**src/rtl/filter_pkg.sv**
```systemverilog
// Shared definitions for the phase-detector decision filter: sample class
// encoding, default run length and the run-counter width helper.
package filter_pkg;

  // Classification of one sampled (in_p, in_n) pair.
  typedef enum logic [1:0] {
    NONE = 2'd0,
    UP   = 2'd1,
    DN   = 2'd2
  } cls_e;

  // Default number of consecutive qualifying samples before a decision.
  localparam int FILTER_LEN_DEF = 4;

  // Bits needed to hold a run count of 0..len inclusive.
  function automatic int run_width(input int len);
    return (len < 1) ? 1 : $clog2(len + 1);
  endfunction

endpackage

```
**src/rtl/filter_run_counter.sv**
```systemverilog
// Run-length tracker for the decision filter. Remembers the class seen on the
// previous edge and counts how many consecutive edges carried the same
// non-NONE class, saturating at FILTER_LEN. The outputs describe the state
// that will be loaded on the coming edge, so the parent can register its
// decision in the same cycle as the count update.
module filter_run_counter
  import filter_pkg::*;
#(
  parameter int FILTER_LEN = FILTER_LEN_DEF,
  parameter int CNT_W      = run_width(FILTER_LEN)
) (
  input  logic             clk,
  input  logic             rst,
  input  logic [1:0]       cls_i,
  output logic [CNT_W-1:0] run_o,
  output logic             sat_o
);

  localparam logic [CNT_W-1:0] LEN_C = CNT_W'(FILTER_LEN);
  localparam logic [CNT_W-1:0] ONE_C = CNT_W'(1);

  cls_e             cls;
  cls_e             last_q, last_d;
  logic [CNT_W-1:0] run_q, run_d;

  assign cls = cls_e'(cls_i);

  // Next run length: NONE clears, a class change restarts at 1, a repeat
  // increments until the run reaches FILTER_LEN and then holds there.
  always_comb begin
    run_d  = run_q;
    last_d = last_q;
    if (cls == NONE) begin
      run_d  = '0;
      last_d = NONE;
    end else if (cls != last_q) begin
      run_d  = ONE_C;
      last_d = cls;
    end else if (run_q != LEN_C) begin
      run_d  = run_q + ONE_C;
    end
  end

  // Run length and previous class registers.
  always_ff @(posedge clk) begin
    if (rst) begin
      run_q  <= '0;
      last_q <= NONE;
    end else begin
      run_q  <= run_d;
      last_q <= last_d;
    end
  end

  assign run_o = run_d;
  assign sat_o = (run_d == LEN_C);

endmodule

```
**src/rtl/filter.sv**
```systemverilog
// Decision filter for raw up/down phase-detector pulses. A decision is
// asserted only after FILTER_LEN consecutive edges sample the same class and
// drops as soon as the class changes.
// Build option: define FILTER_INPUT_SYNC_EN to pass in_p/in_n through a
// 2-flop synchronizer before classification (adds two cycles of latency);
// without it the inputs must already be synchronous to clk.
module filter
  import filter_pkg::*;
#(
  parameter int FILTER_LEN = FILTER_LEN_DEF
) (
  input  logic clk,
  input  logic rst,
  input  logic in_p,
  input  logic in_n,
  output logic out_p,
  output logic out_n
);

  localparam int CNT_W = run_width(FILTER_LEN);

  logic [1:0]       raw;      // {p, n} as seen by the classifier
  cls_e             cls;
  logic [CNT_W-1:0] run;
  logic             sat;
  logic             out_p_q, out_p_d;
  logic             out_n_q, out_n_d;

  // Both-high and both-low are ambiguous and count as no indication.
  function automatic cls_e classify(input logic [1:0] pn);
    case (pn)
      2'b10:   return UP;
      2'b01:   return DN;
      default: return NONE;
    endcase
  endfunction

`ifdef FILTER_INPUT_SYNC_EN
  logic [1:0] sync1_q, sync2_q;

  // Two-stage synchronizer on both raw inputs.
  always_ff @(posedge clk) begin
    if (rst) begin
      sync1_q <= '0;
      sync2_q <= '0;
    end else begin
      sync1_q <= {in_p, in_n};
      sync2_q <= sync1_q;
    end
  end

  assign raw = sync2_q;
`else
  assign raw = {in_p, in_n};
`endif

  assign cls = classify(raw);

  filter_run_counter #(
    .FILTER_LEN (FILTER_LEN),
    .CNT_W      (CNT_W)
  ) u_run (
    .clk   (clk),
    .rst   (rst),
    .cls_i (cls),
    .run_o (run),
    .sat_o (sat)
  );

  // A decision holds only while the current class has filled the run; the
  // two classes are exclusive so at most one output can be set.
  always_comb begin
    out_p_d = 1'b0;
    out_n_d = 1'b0;
    if (sat) begin
      out_p_d = (cls == UP);
      out_n_d = (cls == DN);
    end
  end

  // Registered decision outputs.
  always_ff @(posedge clk) begin
    if (rst) begin
      out_p_q <= 1'b0;
      out_n_q <= 1'b0;
    end else begin
      out_p_q <= out_p_d;
      out_n_q <= out_n_d;
    end
  end

  assign out_p = out_p_q;
  assign out_n = out_n_q;

  a_excl: assert property (@(posedge clk) !(out_p_q && out_n_q));
  a_sat:  assert property (@(posedge clk) disable iff (rst)
                           sat |-> (run == CNT_W'(FILTER_LEN)));

endmodule

```
**config.mk**
```make
export PLATFORM = sky130hd
export DESIGN_NAME = filter
export DESIGN_NICKNAME = d
export VERILOG_FILES = /design/src/rtl/filter_pkg.sv /design/src/rtl/filter_run_counter.sv /design/src/rtl/filter.sv
export SDC_FILE = /design/constraint.sdc
export NUM_CORES = 1
export LEC_CHECK = 0
export BUFFER_PORTS_ARGS = -buffer_cell sky130_fd_sc_hd__buf_2
export CORE_AREA = 5 5 42 44
export DETAILED_ROUTE_END_ITERATION = 10
export DIE_AREA = 0 0 47 49
export SETUP_SLACK_MARGIN = 0.02
export SLEW_MARGIN = 5
export SYNTH_ARGS = -nofsm -noshare
export SYNTH_HDL_FRONTEND = slang
export SYNTH_SLANG_ARGS = --single-unit
export TNS_END_PERCENT = 50
```
**constraint.sdc**
```tcl
create_clock -name clk -period 2.9 [get_ports clk]
set_clock_uncertainty 0.2 [all_clocks]
set_input_delay 0.29 -clock clk [delete_from_list [all_inputs] [get_ports clk]]
set_output_delay 0.29 -clock clk [all_outputs]
set_load 0.01 [all_outputs]
```
* Yosys cells after proc, flatten, opt, wreduce, memory -nomap -nowiden
Cells that the tools add are included.
Storage, ports and cells: flip-flop bits (word level) 7, output and inout bits 2, word-level logic and storage cells 20, bits of input ports 4
Cells by class: add/subtract/negate cells 1, reduce and logical (&&, ||, !) cells 3, bitwise logic cells 1, muxes and demuxes 4, eq/ne operators 7
Operators with widths (number):
- $mux 3 | 3
- $eq 2x1->1 const B | 2
- $eq 2x2->1 const B | 2
- $pmux 2 s2 | 1
- $reduce_or 2->1 | 2
- $add 3x1->3 const B | 1
- $eq 3x3->1 const B | 1
- $ne 3x3->1 const B | 1
- $logic_not 2->1 | 1
- $ne 2x2->1 | 1
- $not 1->1 | 1

* Logic depth before layout (Yosys ltp)
Gate-level depths: netlist (run 1).
depth after elaboration 8, mapped depth 5, gate-level depth less buffers 5

* Hierarchy
From an unflattened synthesis (run 1), not the netlist that was laid out.
Second synthesis, totals: cells, all modules 38, area total of the unflattened synthesis 362.8 µm²
Modules (own cells, without submodules):
- filter_run_counter | cells an instance 32, area an instance 284.0 µm², sequential area each 100.1 µm², times used 1
- filter | cells an instance 6, area an instance 78.8 µm², sequential area each 40.0 µm², times used 1

* Worst setup path before layout (run 1)
OpenSTA, ideal clock, no wires.
path kind flip-flop to flip-flop, start register u_run.run_q[0], end register out_n_q, in the netlist out_n, stages on the path, launching flop included 6, setup slack 1.370 ns, clock period less this slack 1.530 ns, required time 2.570 ns, path buffers 0, data arrival time 1.200 ns, setup time 0.130 ns, cell sequence dfxtp_1 > inv_1 > ha_1 > and4bb_1 > a311oi_1 > nor4_1
Between the ends: word-level cells in the longest chain between the ends 7, elaborated cells on any way between the ends 8, classes of those cells add/sub: 1; eq/ne: 2; mux: 3; bitwise: 1; reduce/logical: 1
Ends and longest elaborated chain:
- start: declaration | line filter_run_counter.sv:24 | logic [CNT_W-1:0] run_q, run_d;
- start signal: assignment | line filter_run_counter.sv:50 | run_q <= run_d;
- $add 3x1->3 / $ne 3x3->1 (equally long branches) | line filter_run_counter.sv:40, filter_run_counter.sv:39
- $mux 3 (*) | line filter_run_counter.sv:39 | end else if (run_q != LEN_C) begin
- $mux 3 (*) | line filter_run_counter.sv:36 | end else if (cls != last_q) begin
- $mux 3 (*) | line filter_run_counter.sv:33 | if (cls == NONE) begin
- $eq 3x3->1 (*) | line filter_run_counter.sv:56 | assign sat_o = (run_d == LEN_C);
- $not 1->1 (no line) (*)
- $reduce_or 2->1 (no line) (*)
- end signal: assignment | line filter.sv:88 | out_n_q <= out_n_d;
- end: declaration | line filter.sv:27 | logic out_n_q, out_n_d;
Every way passes the cells marked *; elsewhere a longest branch is shown, timed or not. A chain may end at the register's enable or synchronous reset.

* Worst setup path after layout (run 1)
Same ends and word-level chain as after synthesis.

==> results of run 1 <==
-- layout by cell type (no fill, tap or decap) --
master,n
a21oi_1,1
a311oi_1,2
and2_1,2
and4bb_1,1
buf_2,5
clkbuf_1,1
clkbuf_4,3
dfxtp_1,7
ha_1,4
inv_1,5
nand2_1,3
nand3_1,2
nor2_1,3
nor3_1,1
nor4_1,2
o21ai_0,2
xnor2_1,3
-- worst max-delay path, stage by stage, from the launching register on --
cell and delay (ns):
dfxtp_1 0.40, inv_1 0.06, ha_1 0.23, and4bb_1 0.21, a311oi_1 0.34, nor4_1 0.11
-- synth_stat cells (all sizes together) --
library cell  count
xnor2             3
inv               5
and4bb            1
dfxtp             7
o21ai             2
a21oi             1
and2              2
nor4              2
nand2             3
nand3             2
ha                4
nor3              1
nor2              3
a311oi            2
-- power by group through the flow --
stage	clock network, W	registers (W)	logic, W
after global placement	0	0.000104	0.0000228
after detailed placement	0	0.000103	0.0000229
final	0.0000886	0.000102	0.0000228
after CTS	0.0000915	0.000101	0.0000231
after floorplan	0	0.000103	0.0000172
after global routing	0.0000960	0.000102	0.0000266
-- through the flow --
stage | cell area, um^2 | hold WS (ns) | cells
2_1_floorplan | 342.8 | 0.1680 | 38
3_3_place_gp | 387.9 | 0.2788 | 59
3_5_place_dp | 387.9 | 0.2853 | 59
4_1_cts | 414.1 | 0.01974 | 63
5_1_grt | 414.1 | 0.04308 | 63
6_report | 414.1 | 0.02046 | 63
-- registers in the layout (all words and copies together) (netlist names) --
name / cells
u_run.run_q: 3
u_run.last_q: 2
out_n: 1
out_p: 1
-- metal layers --
| layer | vias up | wire (um) |
|---|---|---|
| met4 | 0 | 8 |
| li1 | 148 | - |
| met3 | 2 | 49 |
| met2 | 5 | 239 |
| met5 | - | 0 |
| met1 | 109 | 256 |
-- how the worst max path moves through the flow --
stage                              start     to
after floorplan           u_run.run_q[0]  out_n
after global placement              in_p  out_n
after detailed placement            in_p  out_n
after CTS                 u_run.run_q[0]  out_n
after global routing      u_run.run_q[0]  out_n
final                     u_run.run_q[0]  out_n
-- layout make-up --
type,instances,area [um^2]
flip-flops and latches,7,140.1
fillers,152,987.2
well taps,16,20.02
clock buffers,4,26.28
repair buffers,5,25.02
multi-input cells,26,183.9
inverters,5,18.77
-- kinds of logic (layout without fill, tap and decap cells) --
family                     Yosys count  count (layout)  synth area share
AOI/OAI and AO/OA                    5               5           0.09489
DFF                                  7               7            0.4087
xor gates and xnor gates             3               3           0.07666
adders and majority gates            4               4            0.1460
buffers and inverters                5              14           0.05475
and+or+nand+nor                     14              14            0.2189
==> flow_metrics.tcl, run 1 <==
set metrics [dict create \
    grt_setup_unrepaired "false" \
    first_pass_grt_wire_length_um 924 \
    number_of_nets_in_the_layout 56 \
    synth_area_leader_cell "dfxtp_1" \
    area_delta_synth_final_pct 20.80 \
    setup.worst_path.end_class "flip-flop" \
    cts.sink_count 7 \
    worstSkewPairLatency_ns 0.25 \
    grt_start_max_net_pins 8 \
    wirelength_um 554 \
    cp.arrival_ns 1.60 \
    total_setup_buffers_inserted_after_cts 0 \
    setup.worst_path.class "flip-flop to flip-flop" \
    worst_reg_to_reg_path_cell_count 5 \
    yosys_warnings 0 \
    worst_setup_hold_path_clk_slew_ns 0.05 \
    die_h_um 49 \
    grt_antenna_before_repair 0 \
    worst_slack_ns 1.217 \
    net-switching-power_w 0.00005076 \
    status "complete, no violations" \
    worstSetupStartpointType "flip-flop" \
    routedWlPerCell_um 8.794 \
    path_max_fanout 5 \
    timing.hold.worst_endpoint "u_run.run_q[0]" \
    p_leak_nw 0.1737 \
    yosysTopAreaCellShare 0.4088 \
    holdPathStages 2 \
    synthesis.area_per_instance_um2 9.022 \
    cts-hold-fix-buffers 0 \
    synthesis.area_um2 342.8 \
    timing.hold.worst.class "input port to flip-flop" \
    internal_power_w 0.0001621 \
    postCtsResizedCells 0 \
    timing.rr.end "out_n" \
    grt.total_usage 0.05783 \
    clock_tree.buffer_depth 2 \
    yosys_register_bits 7 \
    start_util 0.2446 \
    die_width_um 47 \
    timing.final.max_slew_violations 0 \
    post_route_cells_drive_above_1_share 0.1702 \
    ir_worst_vdd_mv 0.3141 \
    groute.layer.met3.usage 0.04428 \
    clock_tree.root_cell "clkbuf_4" \
    use_met2 0.07466 \
    via_count 264 \
    tritoncts_clock_tree "built" \
    maxCapViolations 0 \
    antenna_violating_nets_post_route 0 \
    timing_hold_violations_final 0 \
    row_count 14 \
    setup_tns_ns 0 \
    synth_cells 38 \
    sequentialPowerShare 0.477 \
    synth_area_leaders "dfxtp_1 (41%), ha_1 (15%), xnor2_1 (7.7%)" \
    place_congestion 0.7208 \
    holdCritStartpoint "rst" \
    p_clk_frac 0.416 \
    first_iter_violations 6 \
    finalCritPeriodShare 0.5804 \
    finish.utilization 0.2955 \
    port-buffer-count 5 \
    finalCriticalPeriod_ns 1.683 \
    regToRegStartpoint "u_run.run_q[0]" \
    dr.pass1.iters 3 \
    design_power_total_w 0.0002129 \
    ctsHtreeMaxLevel 1 \
    global_route.peak_usage_layer "met2" \
    dp_hpwl_um 436.3 \
    synth.lib_cells_used.distinct 14 \
    synth.net_count 46 \
    first_global_vias 238 \
    num_antenna_cells 0 \
    globalRoute.totalOverflow 0 \
    p_per_area_nw_per_um2 514.0 \
    crit_required_ns 2.82 \
    fmax_mhz 594.1 \
    regToRegSetupSlack_ns 1.22 \
    core_area_um2 1401 \
    timing_worst_slew_pin_value_ns 0.3399 \
    power.share.combinational 0.107 \
    top_level_ports 6 \
    slew_headroom 0.7719 \
    timing.final.setup_violations 0 \
    die_area_um2 2303 \
    p_sw_frac 0.2385 \
    via_density_per_instance 4.190 \
    yosysSeqAreaShare 0.4088 \
    tritoncts.num_buffers 3 \
    groute.layer.met1.usage 0.06843 \
    placement.setup.worst_slack_ns 1.199 \
    route.detailed.drc 0 \
]
Note: power is estimated with default switching activity, not from simulation.
==> inputs of run 2 (changes only) <==
==> constraint.sdc (replaced) <==
create_clock -name clk -period 1.61 [get_ports clk]
set_clock_uncertainty 0.2 [all_clocks]
set_input_delay 0.161 -clock clk [delete_from_list [all_inputs] [get_ports clk]]
set_output_delay 0.161 -clock clk [all_outputs]
set_load 0.01 [all_outputs]
==> run 2 against run 1 <==
Cell area is 6.0% higher; combinational power is 130% higher; critical endpoint unchanged; sequential cell count stayed put.
==> flow_metrics.tcl, run 2 (same netlist as run 1, synthesis figures left out) <==
set metrics [dict create \
    grt_setup_unrepaired "false" \
    grt_antenna_before_repair 0 \
    worst_slack_ns 0.1128 \
    status "complete, no violations" \
    setup.worst_path.class "input port to flip-flop" \
    fmax_mhz 667.9 \
    p_leak_nw 0.1842 \
    max_flop_register "u_run.run_q" \
    ctsHtreeMaxLevel 1 \
    first_global_vias 267 \
    routedWlPerCell_um 9.462 \
    worstSetupStartpointType "input port" \
    timing_worst_slew_pin_value_ns 0.2637 \
    place_congestion 0.7274 \
    setup.worst_path.end_class "flip-flop" \
    via_density_per_instance 4.492 \
    number_of_nets_in_the_layout 58 \
    core_area_um2 1401 \
    cts.sink_count 7 \
    crit_required_ns 1.56 \
    timing_hold_violations_final 0 \
    layout_common_cells "dfxtp_1 (6), inv_1 (5), buf_2 (5)" \
    layout.cells.most_common "dfxtp_1" \
    worstSkewPairLatency_ns 0.25 \
    num_antenna_cells 0 \
    die_width_um 47 \
    globalRoute.totalOverflow 0 \
    finalCritPeriodShare 0.9300 \
    largest_reg_flops 3 \
    die_h_um 49 \
    worst_setup_hold_path_clk_slew_ns 0.05 \
    tritoncts_clock_tree "built" \
    path_max_fanout 4 \
    dp_hpwl_um 484.9 \
    hold-worst-slack_ns 0.07203 \
    dr.pass1.iters 1 \
    first_pass_grt_wire_length_mm 1.021 \
    tritoncts.num_buffers 3 \
    timing.hold.worst.class "input port to flip-flop" \
    setup_tns_ns 0 \
    maxCapViolations 0 \
    via_count 292 \
    wirelength_um 615 \
    biggestRegsByFlops "u_run.run_q: 3 flops, u_run.last_q: 2 flops" \
    finalCriticalPeriod_ns 1.497 \
    worst_reg_to_reg_path_cell_count 5 \
    ir_worst_vdd_mv 0.4326 \
    clock_tree.root_cell "clkbuf_4" \
    post_route_cells_drive_above_1_share 0.2245 \
    holdPathStages 3 \
    total_setup_buffers_inserted_after_cts 0 \
    row_count 14 \
    port-buffer-count 5 \
    slew_headroom 0.8226 \
    timing.final.setup_violations 0 \
    timing.final.max_slew_violations 0 \
    clock_tree.buffer_depth 2 \
    layout.filler_cells 160 \
    cp.arrival_ns 1.45 \
    area_delta_synth_final_pct 28.10 \
    grt.total_usage 0.06502 \
    antenna_violating_nets_post_route 0 \
    start_util 0.2446 \
    first_iter_violations 0 \
    top_level_ports 6 \
    placement.setup.worst_slack_ns 0.04914 \
    route.detailed.drc 0 \
    grt_start_max_net_pins 8 \
    die_area_um2 2303 \
    p_per_area_nw_per_um2 891.6 \
]
## run 2: changes by cell type in the layout (fill, tap and decap cells not counted)
cell | previous run | this run
buf_4 | 0 | 1
a311oi_1 | 2 | 1
dfxtp_2 | 0 | 1
a311oi_2 | 0 | 1
dlygate4sd3_1 | 0 | 1
dfxtp_1 | 7 | 6
## run 2: worst max-delay path, stage by stage
cell and delay, ns:
dlygate4sd3_1 0.53, buf_2 0.13, nor2_1 0.13, nand3_1 0.16, nor4_1 0.34
## run 2: cell type report
cell class	instances	area, um^2	area share
multi-input combinational	26	190.2	0.4330
timing repair buffer	7	42.54	0.09687
inverter	5	18.77	0.04274
clock buffer	4	26.28	0.05983
sequential	7	141.4	0.3219
tap	16	20.02	0.04558
## run 2: path summary, 6_finish.rpt
check,startpoint,to,slack [ns]
setup / recovery,rst,out_n,0.11
hold / removal,in_n,u_run.run_q[0],0.07
setup reg to reg,u_run.run_q[0],out_n,0.14
hold reg to reg,u_run.run_q[1],u_run.run_q[1],0.29
## run 2: timing repair
item,4_1_cts,5_1_grt
endpoints found under the hold margin,1,0
gates resized for setup,1,1
pin swaps,0,1
endpoints found under the setup margin,1,2
hold buffers,1,0
## run 2: report_power, final
group | internal [W] | switching, W | leakage [nW] | total (W)
Clock | 0.0000946 | 0.0000643 | 0.0150 | 0.000159
Sequential | 0.000179 | 0.00000261 | 0.0573 | 0.000181
Combinational | 0.0000254 | 0.0000262 | 0.112 | 0.0000515
## run 2: metal layers
metal	share of wire	vias to the layer above	global-route usage
li1	-	153	-
met1	0.41	129	0.06889
met2	0.48	6	0.09050
met3	0.085	4	0.04428
met4	0.026	0	0.04147
met5	0	-	0
## run 2: through the flow
stage / utilization / instance area [um^2] / power [W] / std cells
final: 0.3134 / 439.2 / 0.0003916 / 65
after global routing: 0.3134 / 439.2 / 0.0004177 / 65
after CTS: 0.3125 / 437.9 / 0.0003990 / 65
after detailed placement: 0.2821 / 395.4 / 0.0002312 / 60
after global placement: 0.2821 / 395.4 / 0.0002302 / 60
after floorplan: - / 342.8 / 0.0002166 / 38
